===== src/rtl/dpu_pkg.sv =====
// Shared types and parameter helpers for the streaming dot-product unit.
package dpu_pkg;

  typedef enum logic [1:0] {
    ST_ACCUM,
    ST_DRAIN,
    ST_HOLD
  } dpu_state_e;

  // Accumulator width large enough that LEN full-scale products cannot wrap.
  function automatic int unsigned acc_width(input int unsigned width, input int unsigned len);
    return 2 * width + $clog2(len);
  endfunction

endpackage


===== src/rtl/Booth_Mult.sv =====
// Combinational signed radix-4 Booth multiplier; WIDTH=8 gives four partial products.
module Booth_Mult #(
  parameter int unsigned WIDTH = 8
) (
  input  logic [WIDTH-1:0]   a_i,
  input  logic [WIDTH-1:0]   b_i,
  output logic [2*WIDTH-1:0] p_o
);
  localparam int unsigned P_W = 2 * WIDTH;
  localparam int unsigned NPP = WIDTH / 2;

  logic signed [P_W-1:0] a_ext;
  logic [WIDTH:0]        b_pad;
  logic [2:0]            trip;
  logic signed [P_W-1:0] pp;
  logic [P_W-1:0]        sum;

  assign a_ext = P_W'($signed(a_i));
  assign b_pad = {b_i, 1'b0};

  always_comb begin
    sum  = '0;
    trip = '0;
    pp   = '0;
    for (int unsigned i = 0; i < NPP; i++) begin
      trip = b_pad[2*i +: 3];
      pp   = '0;
      case (trip)
        3'b001, 3'b010: pp = a_ext;
        3'b011:         pp = a_ext <<< 1;
        3'b100:         pp = -(a_ext <<< 1);
        3'b101, 3'b110: pp = -a_ext;
        default:        pp = '0;
      endcase
      sum = sum + (pp << (2 * i));
    end
  end

  assign p_o = sum;

endmodule


===== src/rtl/dot_product_unit.sv =====
// Streaming signed dot product: operand register -> Booth multiply -> product register -> accumulator.
module dot_product_unit
  import dpu_pkg::*;
#(
  parameter int unsigned WIDTH = 8,
  parameter int unsigned LEN   = 4,
  parameter int unsigned ACC_W = acc_width(WIDTH, LEN)
) (
  input  logic                    clk,
  input  logic                    rst_n,
  input  logic                    clear,
  input  logic                    in_valid,
  output logic                    in_ready,
  input  logic [WIDTH-1:0]        in_a,
  input  logic [WIDTH-1:0]        in_b,
  output logic                    out_valid,
  input  logic                    out_ready,
  output logic signed [ACC_W-1:0] out_sum
);
  localparam int unsigned      CNT_W    = $clog2(LEN + 1);
  localparam int unsigned      P_W      = 2 * WIDTH;
  localparam logic [CNT_W-1:0] LAST_CNT = CNT_W'(LEN - 1);

  dpu_state_e              state_q, state_d;
  logic [CNT_W-1:0]        in_cnt_q, in_cnt_d;
  logic [WIDTH-1:0]        a_q, a_d, b_q, b_d;
  logic                    v1_q, v1_d, last1_q, last1_d;
  logic [P_W-1:0]          p_q, p_d, prod;
  logic                    v2_q, v2_d, last2_q, last2_d;
  logic signed [ACC_W-1:0] acc_q, acc_d;
  logic                    accept, last_in;

  Booth_Mult #(.WIDTH(WIDTH)) u_mult (
    .a_i (a_q),
    .b_i (b_q),
    .p_o (prod)
  );

  // in_ready is a pure state decode, gated only by reset.
  assign in_ready  = rst_n && (state_q == ST_ACCUM);
  assign out_valid = (state_q == ST_HOLD);
  assign out_sum   = acc_q;
  assign accept    = in_valid && in_ready;
  assign last_in   = accept && (in_cnt_q == LAST_CNT);

  always_comb begin
    state_d  = state_q;
    in_cnt_d = in_cnt_q;
    a_d      = a_q;
    b_d      = b_q;
    v1_d     = accept;
    last1_d  = last_in;
    p_d      = p_q;
    v2_d     = v1_q;
    last2_d  = last1_q;
    acc_d    = acc_q;

    if (accept) begin
      a_d      = in_a;
      b_d      = in_b;
      in_cnt_d = last_in ? '0 : in_cnt_q + 1'b1;
    end
    if (v1_q) p_d = prod;
    if (v2_q) acc_d = acc_q + ACC_W'($signed(p_q));

    case (state_q)
      ST_ACCUM: if (last_in) state_d = ST_DRAIN;
      ST_DRAIN: if (v2_q && last2_q) state_d = ST_HOLD;
      ST_HOLD: begin
        if (out_ready) begin
          state_d = ST_ACCUM;
          acc_d   = '0;
        end
      end
      default: state_d = ST_ACCUM;
    endcase

    // Flush wins over any transfer this cycle, including in-flight products.
    if (clear) begin
      state_d  = ST_ACCUM;
      in_cnt_d = '0;
      v1_d     = 1'b0;
      last1_d  = 1'b0;
      v2_d     = 1'b0;
      last2_d  = 1'b0;
      acc_d    = '0;
    end
  end

  always_ff @(posedge clk or negedge rst_n) begin
    if (!rst_n) begin
      state_q  <= ST_ACCUM;
      in_cnt_q <= '0;
      a_q      <= '0;
      b_q      <= '0;
      v1_q     <= 1'b0;
      last1_q  <= 1'b0;
      p_q      <= '0;
      v2_q     <= 1'b0;
      last2_q  <= 1'b0;
      acc_q    <= '0;
    end else begin
      state_q  <= state_d;
      in_cnt_q <= in_cnt_d;
      a_q      <= a_d;
      b_q      <= b_d;
      v1_q     <= v1_d;
      last1_q  <= last1_d;
      p_q      <= p_d;
      v2_q     <= v2_d;
      last2_q  <= last2_d;
      acc_q    <= acc_d;
    end
  end

endmodule

===== config.mk =====
export PLATFORM = sky130hd
export DESIGN_NAME = dot_product_unit
export DESIGN_NICKNAME = d
export VERILOG_FILES = /design/src/rtl/dpu_pkg.sv /design/src/rtl/Booth_Mult.sv /design/src/rtl/dot_product_unit.sv
export SDC_FILE = /design/constraint.sdc
export NUM_CORES = 1
export LEC_CHECK = 0
export ABC_CLOCK_PERIOD_IN_PS = 8400
export CAP_MARGIN = 20
export CORE_MARGIN = 1
export CORE_UTILIZATION = 25
export DETAILED_ROUTE_END_ITERATION = 6
export PLACE_DENSITY = 0.42
export RECOVER_POWER = 50
export SLEW_MARGIN = 20
export SYNTH_ARGS = -nofsm -noshare
export SYNTH_HDL_FRONTEND = slang
export SYNTH_HIERARCHICAL = 1
export SYNTH_SLANG_ARGS = --single-unit

===== constraint.sdc =====
create_clock -name clk -period 8.4 [get_ports clk]
set_clock_uncertainty 0.15 [all_clocks]
set_input_delay 2.1 -clock clk [delete_from_list [all_inputs] [get_ports clk]]
set_output_delay 2.1 -clock clk [all_outputs]
set_load 0.05 [all_outputs]

==> impl_results.md <==
- Peak supply drop: 0.112 mV
- Achievable Freq: 0.144 GHz
- Worst path top cell family by delay: buffers and inverters
- First-pass GRT wire length: 28,000 microns
- Layout overhead on the synthesized area: 15.4%
- Synthesized instance count: 728
- Root buf cell: clkbuf_16
- Failing checks: capacitance limit, slew limit
- Largest net degree at the start of global routing: 37
- Fraction of layout cells with a size suffix above 1: 0.0829
- Max Root-Sink Buffers: 2
- Core Rows: 56
- Wire per inst: 15.6 microns
- Pwr Total: 1.93 mW
- Post-CTS setup buffers: 0
- Post-Syn Area: 0.00595 sq mm
- HPWL after detailed placement: 12,500 microns
- Die W: 156 microns
- Detail Route Antenna Nets: 0
- Worst setup margin: 1.47 ns
- Clock sinks: 59
- PostCTS Resize Cnt: 0
- CTS tree: done
- Num CTS Buffers: 9
- Layout net count: 822
- Starting Density: 0.254
- Die area: 0.0244 sq mm
- Vias: 5,198
- Placeable Area: 0.0234 sq mm
- Critical Path AT: 4.68 ns
- Total wire length: 16,700 microns
- Min Tclk post-route: 6.93 ns
- Placer's final routability congestion estimate: 0.836
- Hold WC Path Type: reg2reg
- DRT iter0 DRCs: 310
- Setup TNS: 0 ns
- Yosys cell types: 79
- Crit Path Class: in2out
- Vias in the first global route: 5,161
- Worst-Margin Slew: 1.96 ns
- Run status: finished, violations left
- DRC: 0
- CP Cell Sequence: buf_2 -> clkbuf_1 -> nor3b_1 -> clkdlybuf4s50_1
- Yosys synthesis warning count: 6
- Sw Pwr: 862 uW
- Hold-fix buffers, CTS: 0
- Antenna fix cells: 0
- Post-synthesis sequential area ratio: 0.248
- Antenna violations before repair: 0
- Final Setup Violations: 0
- Async SR Flop Fraction: 1.00
- Critical Path Start Type: input pin
- Tcrit/Tclk final: 0.825
- Total track usage: 0.148
- Port bufs: 40
- Clk_lat worst skew: 0.34 ns
- EDFF count, synth: 0
- Switch share: 0.446
- Io pins: 41
- Lkg Pwr: 2.96 nW
- Seq cells post-synth: 59
- Worst Path Buf+Inv: 3
- Slowest cell delay on critical path: 1.15 ns
- RSZ-0062 raised after global routing: false
- Clk pin slew, worst setup/hold paths: 0.05 ns
- Place WS: 2.29 ns
- Sequential share of power: 0.209
- Number of max-cap violations: 2
- FILL cells: 2,582
- Die Ht: 156 microns
- Clk network pwr share: 0.179
- Slew HR: -0.307
- H-tree levels: 3
- Logic pwr share: 0.613
- Internal: 1.07 mW
- Avg Cell Area, Syn: 8.17 sq um
- Grt total ovfl: 0
- Pwr dens: 281 mW/mm^2
- Synth Net Count: 807
- Critical path's slowest cell: clkbuf_1
- Critical Path Sink Type: output port
- First-pass DRT Iterations: 5
- Final Hold Vio Count: 0
- Final Slew Violations: 63
- DR vias/cell: 4.87
- CP required: 6.15 ns
- Top_reg_cell synth: dfrtp_1
- Crit Path Max Fanout: 25
-- layer usage --
layer / up-vias / track usage / share of wire
met5: - / 0 / 0
met4: 0 / 0.0574 / 0.021
met3: 25 / 0.0285 / 0.037
met2: 110 / 0.229 / 0.44
met1: 2468 / 0.202 / 0.50
li1: 2595 / - / -
-- registers in the layout, summed over array words and instances (netlist names) --
name and count:
out_sum 18, p_q 16, a_q 8, b_q 8, in_cnt_q 3, state_q 2
last1_q 1, last2_q 1, v1_q 1, v2_q 1
-- worst paths after layout --
path / from / endpoint / slack, ns / cells past startpoint
max: rst_n / in_ready / 1.47 / 4
min: last1_q / last2_q / 0.31 / 1
max reg2reg: a_q[0] / p_q[15] / 2.41 / 17
min reg2reg: last1_q / last2_q / 0.31 / 1
max in group asynchronous: rst_n / p_q[2] / 3.46 / 3
min in group asynchronous: rst_n / a_q[3] / 2.10 / 2
-- cells in the final DEF, fill, tap and decap left out, types with 5 or more instances in the layout --
cell / n
a221oi_1: 7
a21o_1: 8
a22oi_1: 8
dfrtp_1: 59
inv_1: 44
a31oi_1: 6
nand2b_1: 8
a21oi_1: 57
o21ai_0: 42
or2_2: 5
mux2_2: 16
mux2i_1: 14
xnor2_1: 24
clkbuf_1: 6
nor2_1: 55
nor2b_1: 7
and2_1: 8
o22ai_1: 5
ha_1: 36
clkbuf_16: 9
o211ai_1: 5
xor2_1: 14
nand3_1: 15
and3_1: 5
a211oi_1: 5
nand2_1: 115
clkdlybuf4s50_1: 38
fa_1: 22
nor3_1: 21
-- cells by family (layout without fill, tap and decap cells) --
group / count (synthesis) / count (layout) / share of synthesized area
AO/OA/AOI/OAI: 187 / 187 / 0.209
AND/OR/NAND/NOR: 261 / 261 / 0.204
buffers and inverters: 90 / 110 / 0.0625
XOR/XNOR: 39 / 39 / 0.0597
adder cells (fa/ha/maj): 58 / 58 / 0.150
multiplexers: 34 / 34 / 0.0671
flip-flops: 59 / 59 / 0.248
-- layout make-up --
| cell class | instances | area, sq um | share of cell area |
|---|---|---|---|
| Multi-Input combinational cell | 579 | 4110 | 0.598 |
| Sequential cell | 59 | 1480 | 0.215 |
| Tap cell | 319 | 399 | 0.0581 |
| Clock buffer | 14 | 264 | 0.0384 |
| Inverter | 47 | 176 | 0.0257 |
| Timing Repair Buffer | 47 | 437 | 0.0636 |
| Clock inverter | 2 | 10.0 | 0.00146 |
-- metrics by stage --
stage                     hold WS, ns  area [sq um]  utilization  std cells
after floorplan                 0.287          5950            -        728
after global placement          0.291          6600        0.282       1051
after detailed placement        0.302          6600        0.282       1051
after CTS                       0.314          6880        0.294       1067
after global routing            0.334          6870        0.293       1067
final                           0.312          6870        0.293       1067
-- Yosys cell counts (8+ instances only) --
cell type / instances / share of area
nand2_1: 115 / 0.073
dfrtp_1: 59 / 0.25
a21oi_1: 58 / 0.049
nor2_1: 55 / 0.035
inv_1: 44 / 0.028
o21ai_0: 42 / 0.035
ha_1: 36 / 0.076
clkbuf_1: 28 / 0.018
xnor2_1: 24 / 0.035
fa_1: 22 / 0.074
nor3_1: 21 / 0.018
mux2_2: 16 / 0.030
nand3_1: 15 / 0.013
mux2i_1: 14 / 0.024
xor2_1: 14 / 0.021
a21o_1: 8 / 0.010
a22oi_1: 8 / 0.010
and2_1: 8 / 0.0084
nand2b_1: 8 / 0.0084
-- power by group through the flow --
stage | combinational [mW] | sequential, mW | clock [mW]
after floorplan | 0.952 | 0.383 | 0
after global placement | 1.19 | 0.411 | 0
after detailed placement | 1.19 | 0.411 | 0
after CTS | 1.20 | 0.406 | 0.364
after global routing | 1.36 | 0.415 | 0.376
final | 1.18 | 0.404 | 0.345
No activity file was read; power rests on OpenSTA's default activity.
